<file path="config.mk">
export PLATFORM = sky130hd
export DESIGN_NAME = tinyqv_instr_prefetch
export DESIGN_NICKNAME = d
export VERILOG_FILES = /design/src/rtl/tinyqv_fetch_pkg.sv /design/src/rtl/tinyqv_hw_fifo.sv /design/src/rtl/tinyqv_instr_prefetch.sv
export SDC_FILE = /design/constraint.sdc
export NUM_CORES = 1
export LEC_CHECK = 0
export BUFFER_PORTS_ARGS = -buffer_cell sky130_fd_sc_hd__buf_2
export CORE_ASPECT_RATIO = 1.2
export CORE_MARGIN = 2
export CORE_UTILIZATION = 55
export DETAILED_ROUTE_END_ITERATION = 8
export PLACE_DENSITY = 0.79
export SYNTH_ARGS = -nofsm -noshare
export SYNTH_HDL_FRONTEND = slang
export SYNTH_HIERARCHICAL = 1
export SYNTH_SLANG_ARGS = --single-unit
</file>
<file path="constraint.sdc">
create_clock -name clk -period 3.9 [get_ports clk]
set_input_delay 0.195 -clock clk [delete_from_list [all_inputs] [get_ports clk]]
set_output_delay 0.195 -clock clk [all_outputs]
set_load 0.01 [all_outputs]
</file>
<file path="src/rtl/tinyqv_fetch_pkg.sv">
// Shared definitions for the TinyQV instruction prefetch unit.
// Sequencer state encoding and decoder take codes.
package tinyqv_fetch_pkg;

    typedef enum logic [1:0] {
        WAIT_START = 2'd0,
        STREAM     = 2'd1,
        FLUSH      = 2'd2
    } fetch_state_t;

    localparam logic [1:0] TAKE_NONE = 2'b00;
    localparam logic [1:0] TAKE_HW   = 2'b01;
    localparam logic [1:0] TAKE_WORD = 2'b10;

endpackage

</file>
<file path="src/rtl/tinyqv_hw_fifo.sv">
// 4-entry halfword FIFO with a two-entry read window.
// Ports: clk, rstn, clear, push/push_data, pop1/pop2, count, rd_data.
module tinyqv_hw_fifo (
    input  logic        clk,
    input  logic        rstn,
    input  logic        clear,
    input  logic        push,
    input  logic [15:0] push_data,
    input  logic        pop1,
    input  logic        pop2,
    output logic [2:0]  count,
    output logic [31:0] rd_data
);

    logic [15:0] mem [4];
    logic [1:0]  rd_ptr;
    logic [1:0]  wr_ptr;
    logic [1:0]  rd_ptr_nx;
    logic [2:0]  pop_n;

    assign pop_n     = pop2 ? 3'd2 : (pop1 ? 3'd1 : 3'd0);
    assign rd_ptr_nx = rd_ptr + 2'd1;

    always_ff @(posedge clk) begin
        if (!rstn || clear) begin
            rd_ptr <= 2'd0;
            wr_ptr <= 2'd0;
            count  <= 3'd0;
        end else begin
            if (push)
                wr_ptr <= wr_ptr + 2'd1;
            rd_ptr <= rd_ptr + pop_n[1:0];
            count  <= count + 3'(push) - pop_n;
        end
    end

    // Storage needs no reset: entries beyond count are masked.
    always_ff @(posedge clk) begin
        if (push)
            mem[wr_ptr] <= push_data;
    end

    assign rd_data[15:0]  = (count >= 3'd1) ? mem[rd_ptr]    : 16'h0;
    assign rd_data[31:16] = (count >= 3'd2) ? mem[rd_ptr_nx] : 16'h0;

endmodule

</file>
<file path="src/rtl/tinyqv_instr_prefetch.sv">
// Instruction prefetch sequencer: byte assembly, fetch FSM, PC tracking.
// Ports: jump/jump_addr, instr_* to decoder, fetch_* to memory controller.
module tinyqv_instr_prefetch
    import tinyqv_fetch_pkg::*;
#(
    parameter int          DEPTH      = 4,
    parameter logic [22:0] RESET_ADDR = 23'h0
) (
    input  logic        clk,
    input  logic        rstn,
    input  logic        jump,
    input  logic [22:0] jump_addr,
    input  logic [1:0]  instr_take,
    output logic [31:0] instr_data,
    output logic [2:0]  instr_count,
    output logic [22:0] instr_pc,
    output logic [22:0] fetch_addr,
    output logic        fetch_restart,
    output logic        fetch_stall,
    input  logic        fetch_started,
    input  logic        fetch_stopped,
    input  logic [7:0]  fetch_byte,
    input  logic        fetch_byte_valid
);

    localparam logic [2:0] FULL      = 3'(DEPTH);
    localparam logic [3:0] STALL_LVL = 4'(2 * DEPTH - 1);

    fetch_state_t state_q, state_d;
    logic         partial_q, partial_d;
    logic [7:0]   low_q, low_d;
    logic [22:0]  tail_q, tail_d;
    logic [22:0]  pc_q, pc_d;
    logic         restart_q, stall_q;
    logic         restart_d, stall_d;

    logic [2:0]   count, count_d;
    logic [3:0]   level_d;
    logic         take1, take2;
    logic         push, pop1, pop2, clear;

    assign take1 = (instr_take == TAKE_HW) && (count != 3'd0);
    assign take2 = (instr_take == TAKE_WORD) && (count >= 3'd2);

    always_comb begin
        state_d   = state_q;
        partial_d = partial_q;
        low_d     = low_q;
        tail_d    = tail_q;
        pc_d      = pc_q;
        push      = 1'b0;
        pop1      = 1'b0;
        pop2      = 1'b0;
        clear     = 1'b0;
        if (jump) begin
            clear     = 1'b1;
            partial_d = 1'b0;
            tail_d    = jump_addr;
            pc_d      = jump_addr;
            state_d   = FLUSH;
        end else begin
            pop1 = take1;
            pop2 = take2;
            pc_d = pc_q + 23'({take2, take1});
            case (state_q)
                WAIT_START: begin
                    if (fetch_started)
                        state_d = STREAM;
                end
                STREAM: begin
                    if (fetch_byte_valid) begin
                        if (!partial_q) begin
                            low_d     = fetch_byte;
                            partial_d = 1'b1;
                        end else if (count != FULL || take1 || take2) begin
                            push      = 1'b1;
                            tail_d    = tail_q + 23'd1;
                            partial_d = 1'b0;
                        end
                    end
                    // A half-received halfword is dropped and refetched.
                    if (fetch_stopped) begin
                        partial_d = 1'b0;
                        state_d   = WAIT_START;
                    end
                end
                FLUSH: begin
                    if (fetch_stopped)
                        state_d = WAIT_START;
                end
                default: state_d = WAIT_START;
            endcase
        end
        count_d = jump ? 3'd0 :
                  count + 3'(push) - (take2 ? 3'd2 : 3'(take1));
        // Stall leaves room for one more byte in the cycle it rises.
        level_d   = {count_d, 1'b0} + 4'(partial_d);
        restart_d = (state_d != STREAM);
        stall_d   = (state_d == FLUSH) ||
                    ((state_d == STREAM) && (level_d >= STALL_LVL));
    end

    always_ff @(posedge clk) begin
        if (!rstn) begin
            state_q   <= WAIT_START;
            partial_q <= 1'b0;
            low_q     <= 8'h0;
            tail_q    <= RESET_ADDR;
            pc_q      <= RESET_ADDR;
            restart_q <= 1'b1;
            stall_q   <= 1'b0;
        end else begin
            state_q   <= state_d;
            partial_q <= partial_d;
            low_q     <= low_d;
            tail_q    <= tail_d;
            pc_q      <= pc_d;
            restart_q <= restart_d;
            stall_q   <= stall_d;
        end
    end

    tinyqv_hw_fifo u_fifo (
        .clk       (clk),
        .rstn      (rstn),
        .clear     (clear),
        .push      (push),
        .push_data ({fetch_byte, low_q}),
        .pop1      (pop1),
        .pop2      (pop2),
        .count     (count),
        .rd_data   (instr_data)
    );

    assign instr_count   = count;
    assign instr_pc      = pc_q;
    assign fetch_addr    = tail_q;
    assign fetch_restart = restart_q;
    assign fetch_stall   = stall_q;

endmodule

</file>
* Yosys cells after proc, flatten, opt, wreduce, memory -nomap -nowiden *
Memories as Yosys holds them, arrays and structs flattened. A register that Yosys moved wholly into a read port is not among the register bits.
Cells that the tools add are included.

word-level totals
  memories kept = 1
  RAM bits = 64
  output and inout port bits = 83
  flip-flop bits (word level) = 66

operators by class
  reductions and logical operators = 17
  multiplexer cells = 33
  magnitude comparators = 3
  eq/ne operators = 8
  $add $sub $neg = 9
  bitwise operators = 2

memories
  name        words  width  read ports  clocked after memory_dff  wr ports  line                  RTL
  u_fifo.mem  4      16     2           1                         1         tinyqv_hw_fifo.sv:15  logic [15:0] mem [4];

operator list
  cell                     number
  $mux W23                 6
  $mux W16                 2
  $add A23 B1 Y23 const B  1
  $add A23 B2 Y23          1
  $mux W1                  17
  $mux W2                  5
  $reduce_and A4 Y1        2
  $reduce_bool A2 Y1       4
  $eq A2 B1 Y1 const B     3
  $eq A2 B2 Y1 const B     3
  $mux W3                  2
  $add A2 B1 Y2 const B    2
  $add A4 B1 Y4            1
  $ge A4 B3 Y1 const B     1
  $logic_or A1 B1 Y1       4
  $pmux W2 S2              1
  $add A3 B1 Y3            1
  $ge A3 B1 Y1 const B     1
  $ge A3 B2 Y1 const B     1
  $logic_and A1 B1 Y1      3
  $ne A3 B3 Y1 const B     1
  $reduce_bool A3 Y1       1
  $sub A3 B2 Y3            1
  $sub A3 B3 Y3            1
  6 further kinds          7

* Depth between registers and ports, before layout *
Gate-level depths: netlist of the first run.

  depth after elaboration = 16
  mapped depth = 15

* Cells and area by module *
Netlist of the first run, hierarchy kept.

modules (own cells, without submodules)
  module                 area an instance (um2)  cells an instance  times used  sequential area each (um2)
  tinyqv_hw_fifo         3387.0                  183                1           2062.0
  tinyqv_instr_prefetch  3096.7                  354                1           1181.1

* Worst setup path before layout of the first run *
Ideal clock, no wire load.

  path kind = flip-flop to flip-flop
  start point = register state_q[1]
  end point = register stall_q (netlist: fetch_stall)
  library setup time = 0.072 ns
  data required time = 3.828 ns
  cell stages (with the launch flop) = 16
  clock period less this slack = 3.068 ns
  data arrival time = 2.997 ns
  slack = 0.832 ns
  cells stage by stage = dfxtp_1 > inv_1 > ha_1 > nand3_1 > a21o_1 > nor2_1 > inv_1 > ha_1 > inv_1 > ha_1 > fa_1 > xor2_1 > xnor2_1 > a41oi_1 > or3_1 > a21oi_1

on the way
  cells in the longest elaborated chain, start to end = 10
  elaborated cells between the ends (all ways) = 21
  those cells by class = add/sub: 3; order compare: 1; eq/ne: 4; mux: 9; reduce/logical: 4

ends and longest elaborated chain
  what                    line                          RTL
  start, declared         tinyqv_instr_prefetch.sv:29   fetch_state_t state_q, state_d;
  start signal, assigned  tinyqv_instr_prefetch.sv:113  state_q <= state_d;
  $eq A2 B1 Y1            tinyqv_instr_prefetch.sv:65   case (state_q)
  $mux W1                 tinyqv_instr_prefetch.sv:65
  $mux W1                 tinyqv_instr_prefetch.sv:55   if (jump) begin
  via push                tinyqv_instr_prefetch.sv:40   logic push, pop1, pop2, clear;
  $add A3 B1 Y3           tinyqv_instr_prefetch.sv:95   count + 3'(push) - (take2 ? 3'd2 : 3'(take1));
  $sub A3 B2 Y3           tinyqv_instr_prefetch.sv:95
  $mux W3                 tinyqv_instr_prefetch.sv:94   count_d = jump ? 3'd0 :
  $add A4 B1 Y4           tinyqv_instr_prefetch.sv:97   level_d = {count_d, 1'b0} + 4'(partial_d);
  $ge A4 B3 Y1            tinyqv_instr_prefetch.sv:100  ((state_d == STREAM) && (level_d >= STALL_LVL));
  $logic_and A1 B1 Y1     tinyqv_instr_prefetch.sv:100
  $logic_or A1 B1 Y1      tinyqv_instr_prefetch.sv:99   stall_d = (state_d == FLUSH) ||
  end signal, assigned    tinyqv_instr_prefetch.sv:119  stall_q <= stall_d;
  end, declared           tinyqv_instr_prefetch.sv:34   logic restart_q, stall_q;

The timed path passes the listed nets, and every way through them passes these cells.
A chain may end at the register's enable or synchronous reset.

* Worst setup path after layout of the first run *
Same ends and word-level chain as after synthesis.

==> results of run 1 <==
## cell type report
type	instances	area, µm²
well taps	157	196.4
clock buffers	18	429.2
repair buffers	126	643.1
multi-input cells	367	3019
fillers	878	3731
clock inverters	13	186.4
inverters	17	63.81
flip-flops and latches	130	3244
## through the flow
| step | util, % | hold slack (ps) | worst slack, ps |
|---|---|---|---|
| finish | 67.59 | 34.14 | 685.3 |
| global route | 67.59 | 21.86 | 375.6 |
| CTS | 67.59 | 17.93 | 696.0 |
| global placement | 62.25 | 437.0 | 858.9 |
| detailed placement | 62.25 | 447.8 | 709.3 |
| floorplan | - | 293.9 | 831.8 |
## where the power goes
part           total, W  internal [W]  switching [W]
combinational  0.000181     0.0000756       0.000105
clock           0.00166       0.00107       0.000589
sequential      0.00150       0.00146      0.0000426
total           0.00334       0.00260       0.000737
## registers in the layout (all words and copies together) (netlist names)
register,flops
fetch_addr,23
u_fifo/wr_ptr,2
u_fifo/count,3
low_q,8
fetch_restart,1
u_fifo/mem,64
fetch_stall,1
instr_pc,23
partial_q,1
u_fifo/rd_ptr,2
state_q,2
## worst max-delay path, cell delays in order (launching register included)
cell and delay, ps:
dfxtp_1 320, inv_1 90, ha_1 250, nand3_1 210, a21o_1 250, nor2_1 90, buf_4 180, inv_1 50
ha_1 280, inv_1 40, ha_1 180, fa_1 390, xor2_1 170, xnor2_1 140, a41oi_1 50, or3_1 310
a21oi_1 120
## cells in the mapped netlist, types with 6 or more instances
cell type,instances,area share (%)
mux4_1,6,2.4
nor2_1,26,1.5
nor3_1,8,0.62
and2b_1,10,1.2
and3_1,9,0.87
nand4_1,11,1.1
nand2_1,25,1.4
dfxtp_1,66,20
clkbuf_1,12,0.69
xor2_1,32,4.3
mux2i_1,12,1.9
edfxtp_1,64,30
xnor2_1,14,1.9
nor2b_1,24,2.3
inv_1,16,0.93
ha_1,15,2.9
nand3_1,21,1.6
and2_1,8,0.77
o21ai_0,26,2.0
mux4_2,26,9.0
a21oi_1,50,3.9
## path summary, 6_finish.rpt
kind | to
worst max-delay path | fetch_stall
worst min-delay path | u_fifo/mem[3][9]
worst max register to register | fetch_stall
worst min register to register | u_fifo/mem[0][4]
## logic make-up after synthesis
group | count (synthesis) | share of synthesized area (%)
AOI/OAI and AO/OA | 94 | 8.298
xor gates and xnor gates | 46 | 6.214
adders and majority gates | 18 | 3.821
buffers and inverters | 40 | 3.415
DFF | 130 | 50.02
muxes | 44 | 13.32
and+or+nand+nor | 165 | 14.92
## per-layer routing
layer  routed length (µm)  GRT usage, %
met5                    0             0
met4                  241         8.717
met3                  900         6.275
met2                 7439         41.60
met1                 5787         28.47
==> summary by stage, run 1 <==
Logic synthesis
The synthesized netlist contains 52 unique library cells. Counting every instance in the synthesized netlist gives about 540. The number of enable-type register cells in the synthesized netlist is 64. The flip-flop and latch count after synthesis is 130. The post-synthesis instance area is between 6000 and 7000 µm². For this run, the leading register cell type out of synthesis is dfxtp_1. After synthesis, flip-flops and latches occupy 50.02% of the total area. After synthesis, the mean cell area works out to ~12 µm². The number of nets handed over by synthesis was 594. The count of warnings emitted by yosys is 6. The fraction of registers with async set or reset after synthesis is 0%.

Layout
Cells with a size suffix above 1 make up a little under 30% of the layout. The number of nets in the finished design is between 700 and 800. The non-filler instance count after layout is ~830. The cell area after layout is a little under 8000 µm². The number of antenna diodes in the final layout is 0.

The most common cell after layout, fill and taps aside is buf_2. Relative to the synthesized area, the layout overhead comes to 20.03%. Leaving out fill and tap cells, the most frequent cells in the layout are 121 x buf_2, 65 x dfxtp_1, 64 x edfxtp_1.

CTS
In this run, CTS created clock tree buffers numbering 17. The maximum buffer depth of the clock tree is 2. The number of levels in the clock H-tree is 4. The TritonCTS clock tree is yes.

Clock tree synthesis found a total of 130 sinks. The post-cts hold buffer count is 0. The setup fix buffers added after clock tree synthesis is 0. The clock latency reported for the late side of the worst-skew pair is between 400 and 500 ps. The root buffer cell is clkbuf_16.

The number of resized instances in the post-cts repair step is 0. The clock-pin slew of the registers on the worst-case setup and hold paths is 60 ps.

Die
The number of rows created at floorplan is 43. The core region is 11510 µm². For this configuration, the core starts out at a cell density of 56.31%. The floorplan step defined a die boundary enclosing 12680 µm². The floorplan step set the die width to ~100 µm. The top-level port count is 122. The die is ~120 µm tall.

Detailed routing
The overall routed net length is 14370 µm. The routed length per placed instance is between 15 and 20 µm. The residual antenna-violating net count after detailed routing is 0. For this run, the detailed router's first-pass iteration total came to 4.

After detailed routing, the number of remaining DRC violations is 0. For this block, the via count after detailed routing is 4669. The via count normalized by instance count is 5.639.

For this block, the initial DRC count from the detailed router was 174.

Power
The cell area power density is about 430 nW/µm². The maximum VDD drop is roughly 0.32 mV. The leakage power of the design is about 3 nW. The total power of the final layout is 0.003341 W.

Setup path
Tracing the worst setup path back leads to its startpoint at state_q[1]. For the worst flop-to-flop path, the logic depth is 16. The category of the worst setup path capture point is a register.

The launch point of the worst reg-to-reg path is state_q[1]. The highest net fanout along the worst path is 10. The worst setup path is of the register to register kind. The critical path required time is about 4200 ps.

Across all register-to-register paths, the minimum setup slack is 690 ps. STA classifies the critical path startpoint as a register. Data arrives at the worst endpoint at about 3500 ps.

Global routing
The initial antenna violation count was 0. The wire length of the first global-routing pass is 23270 µm. The number of global-route vias before repair is between 4000 and 5000. The maximum number of pins on one net before global-route repair is 62. Global routing consumed, over all layers together, 23.96% of the routing resources. Global routing finished with a remaining overflow of 0.

Worst hold path
In this run the most critical hold path is launched from fetch_byte[1]. The class of the tightest hold or removal check is input pin to register. The hold path depth is 1.

STA
The count of endpoints failing hold in the final timing report is 0. The final max-slew violation count came to 0. The worst relative slew slack is between 20% and 30%. The final critical-path required period is 3215 ps.

Setup repair after global routing left no endpoint under its margin. Between clock sinks in the finished design, the worst skew comes to between 9 and 10 ps. The actual transition at the worst max-transition pin is between 1000 and 1500 ps.

The share of the clock period used by the worst path after layout is 82.43%. The final-layout setup total negative slack is 0 ps. Timing would allow up to just over 300 MHz. The number of failing setup endpoints in the final timing report is 0.

Outcome
The flow ran to the end, and the final reports show no timing, DRC or antenna violations.

Job
Across the run, the number of max-cap violations was 0.

Placed design
Once placement finished, the instance area stood at ~7200 µm². During placement, the flow inserted port buffers numbering between 100 and 150. The HPWL reported at the end of detailed placement is ~10000 µm. Once placement completed, the tool counted placed cells totaling about 800. Routability-driven placement finished with a final weighted congestion of 0.8396.
(Power assumes the default switching activity.)
==> run 2, diff against run 1 <==
==> constraint.sdc (replaced) <==
create_clock -name clk -period 3.1 [get_ports clk]
set_input_delay 0.155 -clock clk [delete_from_list [all_inputs] [get_ports clk]]
set_output_delay 0.155 -clock clk [all_outputs]
set_load 0.01 [all_outputs]
==> summary by stage, run 2 (synthesis results as in run 1) <==
Layout
The register with the most flip-flops is u_fifo/mem (unchanged). The number of nets in the finished design is 735 (was 716). The antenna diode instance count is 0 (unchanged). The layout cell share with drive strength beyond 1 is 30.25% (was 29.21%).

The most common cell after layout, fill and taps aside is buf_2 (unchanged). Leading cell types in the layout, fill and taps excluded: 121 x buf_2, 64 x dfxtp_1, 64 x edfxtp_1 (was 121 x buf_2, 65 x dfxtp_1, 64 x edfxtp_1). The number of flip-flops under the largest register name is 64 (unchanged). The area growth from synthesis to layout was 23.29% (was 20.03%).

Die
The overall die area is 12680 µm² (unchanged). The die outline height is 122.9 µm (unchanged). The width of the die is 103.1 µm (unchanged). The core box area is 11510 µm² (unchanged). The top-level port count is 122 (unchanged). The effective utilization at floorplan was 56.31% (unchanged).

The number of rows created at floorplan was 43 (unchanged).

CTS
The clock latency reported for the late side of the worst-skew pair is 410 ps (about the same). The number of buffers added by the clock tree synthesis step is 17 (unchanged). The setup fix buffers added after clock tree synthesis is 0 (unchanged). The clock-pin slew of the registers on the worst-case setup and hold paths is 60 ps (about the same). The root buffer cell is clkbuf_16 (unchanged). The number of levels in the clock H-tree is 4 (unchanged). The sink count of the clock tree is 130 (unchanged). The maximum buffer depth of the clock tree came to 2 (unchanged). The TritonCTS clock tree is yes (unchanged).

Power
The cell area power density is 536.6 nW/µm² (was 429.3 nW/µm²). The leakage power of the design is 3.069 nW (was 2.952 nW). The maximum VDD drop was 0.3698 mV (was 0.3166 mV). The total power of the final layout is 0.004290 W (was 0.003341 W).

Detailed routing
The total via count in the routed design is 4824 (was 4669). The number of DRC violations after detailed-routing iteration 0 is 252 (was 174). The detailed-route DRC error count was 0 (unchanged). The total iterations of the first detailed-routing run came to 4 (unchanged). The routed length per placed instance is 17.37 µm (was 17.35 µm). The via count normalized by instance count is 5.689 (was 5.639). The residual antenna-violating net count after detailed routing came to 0 (unchanged).

The overall routed net length was 14730 µm (was 14370 µm).

Global routing
The number of global-route vias before repair was 4797 (was 4755). The wire length of the first global-routing pass is 23450 µm (was 23270 µm). The maximum number of pins on one net before global-route repair is 62 (unchanged). The initial antenna violation count is 0 (unchanged). The total congestion overflow is 0 (unchanged). The overall routing resource usage is 24.55% (was 23.96%).

Placed design
The HPWL reported at the end of detailed placement is 10480 µm (was 10230 µm). The weighted congestion reported at the end of routability-driven placement is 0.8126 (was 0.8396). The number of input and output port buffers inserted is 121 (unchanged).

STA
The number of failing setup endpoints in the final timing report is 0 (unchanged). The worst clock skew is 5.440 ps (was 9.509 ps). The share of the clock period used by the worst path after layout is 93.67% (was 82.43%). The final-layout setup total negative slack was 0 ps (unchanged). The count of endpoints failing hold in the final timing report is 0 (unchanged). The actual transition at the worst max-transition pin is 938.2 ps (was 1105 ps). RSZ-0062 raised after global routing: false (unchanged).

The worst relative slew slack came to 37.11% (was 26.23%). The final max-slew violation count was 0 (unchanged). The achievable clock frequency is 344.4 MHz (was 311.1 MHz).

The final critical-path required period is 2904 ps (was 3215 ps).

Setup path
The kind of critical path is register to register (unchanged). The highest net fanout along the worst path is 6 (was 10). The launch point of the worst reg-to-reg path is state_q[1] (unchanged). The arrival time reported for the critical path endpoint was 3230 ps (was 3530 ps). The critical path required time is 3430 ps (was 4220 ps). The category of the worst setup path capture point is a register (unchanged). The type of origin of the critical path is a register (unchanged). The launching element of the worst setup path was state_q[1] (unchanged).

Worst hold path
The startpoint of the lowest-slack hold path is fetch_byte[0] (was fetch_byte[1]). The class of the tightest hold or removal check is input pin to register (unchanged).

Outcome
Outcome: complete, no violations (unchanged).

Job
The number of max-cap violations is 0 (unchanged).
run 2: path summary, 6_finish.rpt:
check | slack, ps | cells past startpoint | endpoint
worst max-delay path | 200 | 15 | fetch_stall
worst min-delay path | 20 | 1 | u_fifo/mem[0][8]
worst max register to register | 200 | 15 | fetch_stall
worst min register to register | 500 | 0 | u_fifo/mem[1][0]
run 2: through the flow:
| step | hold slack, ps | area [µm²] | std cells | util (%) | worst slack, ps |
|---|---|---|---|---|---|
| after global routing | 7.470 | 7994 | 848 | 69.43 | 22.74 |
| after floorplan | 253.9 | 6484 | 537 | - | 31.75 |
| after global placement | 399.5 | 7234 | 806 | 62.83 | 272.8 |
| after CTS | 6.150 | 7975 | 848 | 69.27 | 65.21 |
| final | 21.54 | 7994 | 848 | 69.43 | 196.2 |
| after detailed placement | 397.8 | 7234 | 806 | 62.83 | 105.4 |
run 2: power by group:
group / leakage [nW] / switching (W) / total [W] / internal, W
combinational: 1.70 / 0.000136 / 0.000241 / 0.000105
clock: 0.312 / 0.000730 / 0.00215 / 0.00142
sequential: 1.06 / 0.0000546 / 0.00189 / 0.00184
total: 3.07 / 0.000921 / 0.00429 / 0.00337
run 2: final cells by class:
cell class | count | area (µm²)
Fill cell | 827 | 3520
Sequential cell | 130 | 3246
Multi-Input combinational cell | 367 | 3037
Timing Repair Buffer | 145 | 810.8
Clock buffer | 18 | 429.2
Clock inverter | 14 | 211.5
Tap cell | 157 | 196.4
Inverter | 17 | 63.81
run 2: repair_timing:
action	CTS	global route
hold endpoints to repair	31	0
hold buffers	10	0
endpoints found under the setup margin	0	2
resized for setup	0	5
run 2: worst max-delay path, stage by stage (launching register included):
cell and delay (ps):
dfxtp_1 330, inv_2 90, ha_4 160, nand3_1 100, a21o_1 210, nor2_1 150, inv_1 60, ha_1 280
inv_1 50, ha_1 200, fa_1 380, xor2_1 180, xnor2_1 140, a41oi_1 50, or3_1 320, a21oi_1 120
run 2: layer usage:
layer	vias to the layer above	wire, µm	GRT usage, %
met2	181	7711	43.30
met5	-	0	0
met3	29	931	7.292
li1	2269	-	-
met4	0	289	8.964
met1	2345	5801	27.98
==> run 3, diff against run 2 <==
--- a/config.mk
+++ b/config.mk
@@ -10,6 +10,7 @@
 export CORE_MARGIN = 2
 export CORE_UTILIZATION = 55
 export DETAILED_ROUTE_END_ITERATION = 8
+export GPL_TIMING_DRIVEN = 0
 export PLACE_DENSITY = 0.79
 export SYNTH_ARGS = -nofsm -noshare
 export SYNTH_HDL_FRONTEND = slang
==> constraint.sdc (replaced) <==
create_clock -name clk -period 2.7 [get_ports clk]
set_input_delay 0.135 -clock clk [delete_from_list [all_inputs] [get_ports clk]]
set_output_delay 0.135 -clock clk [all_outputs]
set_load 0.01 [all_outputs]
==> summary by stage, run 3 (synthesis results as in run 1) <==
Detailed routing
The routed length per placed instance is 18.32 µm (was 17.37 µm). The total via count in the routed design is 4982 (was 4824). The residual antenna-violating net count after detailed routing is 0 (unchanged).

The number of DRC violations after detailed-routing iteration 0 is 264 (was 252). The total iterations of the first detailed-routing run is 5 (was 4). The via count normalized by instance count is 5.766 (was 5.689). The detailed-route DRC error count was 0 (unchanged). The overall routed net length is 15830 µm (was 14730 µm).

Setup path
The arrival time reported for the critical path endpoint was 3100 ps (was 3230 ps). The type of origin of the critical path is a register (unchanged). The kind of critical path is register to register (unchanged). The number of cells traversed by the worst register-to-register path is 15 (unchanged).

The highest net fanout along the worst path is 4 (was 6). The critical path required time is 3040 ps (was 3430 ps). The category of the worst setup path capture point is a register (unchanged).

Power
The leakage power of the design is 3.054 nW (was 3.069 nW). The maximum VDD drop was 0.4165 mV (was 0.3698 mV). The cell area power density was 578.1 nW/µm² (was 536.6 nW/µm²).

Layout
The register with the most flip-flops is u_fifo/mem (unchanged). Leading cell types in the layout, fill and taps excluded: 121 x buf_2, 64 x edfxtp_1, 61 x dfxtp_1 (was 121 x buf_2, 64 x dfxtp_1, 64 x edfxtp_1). The layout cell share with drive strength beyond 1 is 30.83% (was 30.25%). The number of nets in the finished design is 751 (was 735). The number of flip-flops under the largest register name is 64 (unchanged). The antenna diode instance count is 0 (unchanged). The area growth from synthesis to layout is 24.60% (was 23.29%). The most common cell after layout, fill and taps aside is buf_2 (unchanged).

The utilization after layout came to 70.17% (was 69.43%). The cell area after layout is 8079 µm² (was 7994 µm²).

STA
RSZ-0062 raised after global routing: true (was false). The share of the clock period used by the worst path after layout was 102.0% (was 93.67%). The number of failing setup endpoints in the final timing report is 1 (was 0). The worst clock skew was 7.130 ps (was 5.440 ps). The achievable clock frequency is 363.2 MHz (was 344.4 MHz). The actual transition at the worst max-transition pin is 993.1 ps (was 938.2 ps). The final max-slew violation count is 0 (unchanged).

The post-route worst setup slack is -53.14 ps (was 196.2 ps). The final-layout setup total negative slack is -53.14 ps (was 0 ps). The count of endpoints failing hold in the final timing report is 0 (unchanged).

The worst relative slew slack is 33.43% (was 37.11%). The final critical-path required period is 2753 ps (was 2904 ps).

Global routing
The met2 usage is 47.52% (was 43.30%). The number of global-route vias before repair is 4949 (was 4797). The total congestion overflow is 0 (unchanged).

The routing usage on met3 is 7.801% (was 7.292%). The wire length of the first global-routing pass was 24810 µm (was 23450 µm). The initial antenna violation count is 0 (unchanged). The highest-utilization routing layer at the global route stage is met2 (unchanged). The overall routing resource usage is 26.31% (was 24.55%).

The global-route met1 utilization is 29.04% (was 27.98%). The maximum number of pins on one net before global-route repair was 17 (was 62).

CTS
The root buffer cell is clkbuf_16 (unchanged). The clock-pin slew of the registers on the worst-case setup and hold paths is 60 ps (about the same). The maximum buffer depth of the clock tree is 2 (unchanged).

The TritonCTS clock tree is yes (unchanged). The number of levels in the clock H-tree is 4 (unchanged). The number of buffers added by the clock tree synthesis step is 17 (unchanged). The sink count of the clock tree is 130 (unchanged). The clock latency reported for the late side of the worst-skew pair is 420 ps (was 410 ps).

Placed design
The number of input and output port buffers inserted came to 121 (unchanged). The weighted congestion reported at the end of routability-driven placement is 0.8727 (was 0.8126). The HPWL reported at the end of detailed placement came to 11200 µm (was 10480 µm).

The worst setup timing slack at the placement stage is -367.6 ps (was 105.4 ps). The area of placed instances came to 7328 µm² (was 7234 µm²).

Die
The width of the die was 103.1 µm (unchanged). The top-level port count is 122 (unchanged). The number of rows created at floorplan was 43 (unchanged). The overall die area is 12680 µm² (unchanged). The core box area came to 11510 µm² (unchanged). The effective utilization at floorplan was 56.31% (unchanged). The die outline height is 122.9 µm (unchanged).

Worst hold path
The class of the tightest hold or removal check is input pin to register (unchanged). The hold path depth was 3 (was 1).

Outcome
Outcome: complete, but fails checks (was complete, no violations). The checks that failed: negative setup slack.

Job
The number of max-cap violations came to 0 (unchanged).
[run 3: cell count changes in the layout (fill, tap and decap cells not counted), moves of 2 or more]
cell           before  now
clkbuf_1            1   14
buf_4              14    7
buf_6               0    4
bufinv_16           5    2
dlygate4sd3_1      10   12
dfxtp_2             2    5
clkinvlp_4          1    5
buf_1               0    2
dfxtp_1            64   61
buf_12              0    2
[run 3: power breakdown]
group | total [W] | internal (W) | switching (W)
combinational | 0.000293 | 0.000125 | 0.000167
clock | 0.00220 | 0.00135 | 0.000849
sequential | 0.00217 | 0.00211 | 0.0000625
total | 0.00467 | 0.00359 | 0.00108
[run 3: layout make-up]
cell class | instances | area (µm²)
inverters | 17 | 63.81
flip-flops and latches | 130 | 3249
well taps | 157 | 196.4
multi-input cells | 367 | 3078
fillers | 844 | 3435
plain buffers | 23 | 157.7
clock buffers | 19 | 432.9
repair buffers | 138 | 763.2
clock inverters | 13 | 137.6
[run 3: path summary, 6_finish.rpt]
check	to	slack (ps)	start
worst min register to register	u_fifo/mem[1][7]	500	low_q[7]
worst min-delay path	instr_pc[2]	10	jump_addr[2]
worst max register to register	fetch_stall	-50	state_q[1]
worst max-delay path	fetch_stall	-50	state_q[1]
[run 3: through the flow]
| stage | total power (W) | instances | hold WS [ps] |
|---|---|---|---|
| after floorplan | 0.002351 | 537 | 233.9 |
| after detailed placement | 0.002485 | 815 | 377.4 |
| after CTS | 0.004689 | 864 | 5.616 |
| after global routing | 0.004815 | 864 | 13.69 |
| final | 0.004671 | 864 | 14.73 |
| after global placement | 0.002474 | 815 | 373.2 |
[run 3: critical path: stages, from the launching register on]
cell     delay (ps)
dfxtp_2         320
inv_2            80
ha_4            150
nand3_4         110
a21o_4          220
nor2_4           90
inv_1            50
ha_1            270
inv_1            40
ha_2            160
fa_2            330
xor2_1          180
xnor2_1         140
a41oi_1          70
or3_1           360
a21oi_2         120
[run 3: layer usage]
| layer | wire length, µm | up-vias |
|---|---|---|
| li1 | - | 2309 |
| met1 | 5879 | 2401 |
| met2 | 8515 | 240 |
| met3 | 1180 | 32 |
| met4 | 252 | 0 |
| met5 | 0 | - |
[run 3: repair_timing]
item | in CTS | in global routing
pin swaps | 4 | 0
hold buffers | 12 | 0
setup buffers | 5 | 0
endpoints found under the hold margin | 36 | 0
gates resized for setup | 6 | 2
setup endpoints to repair | 10 | 6
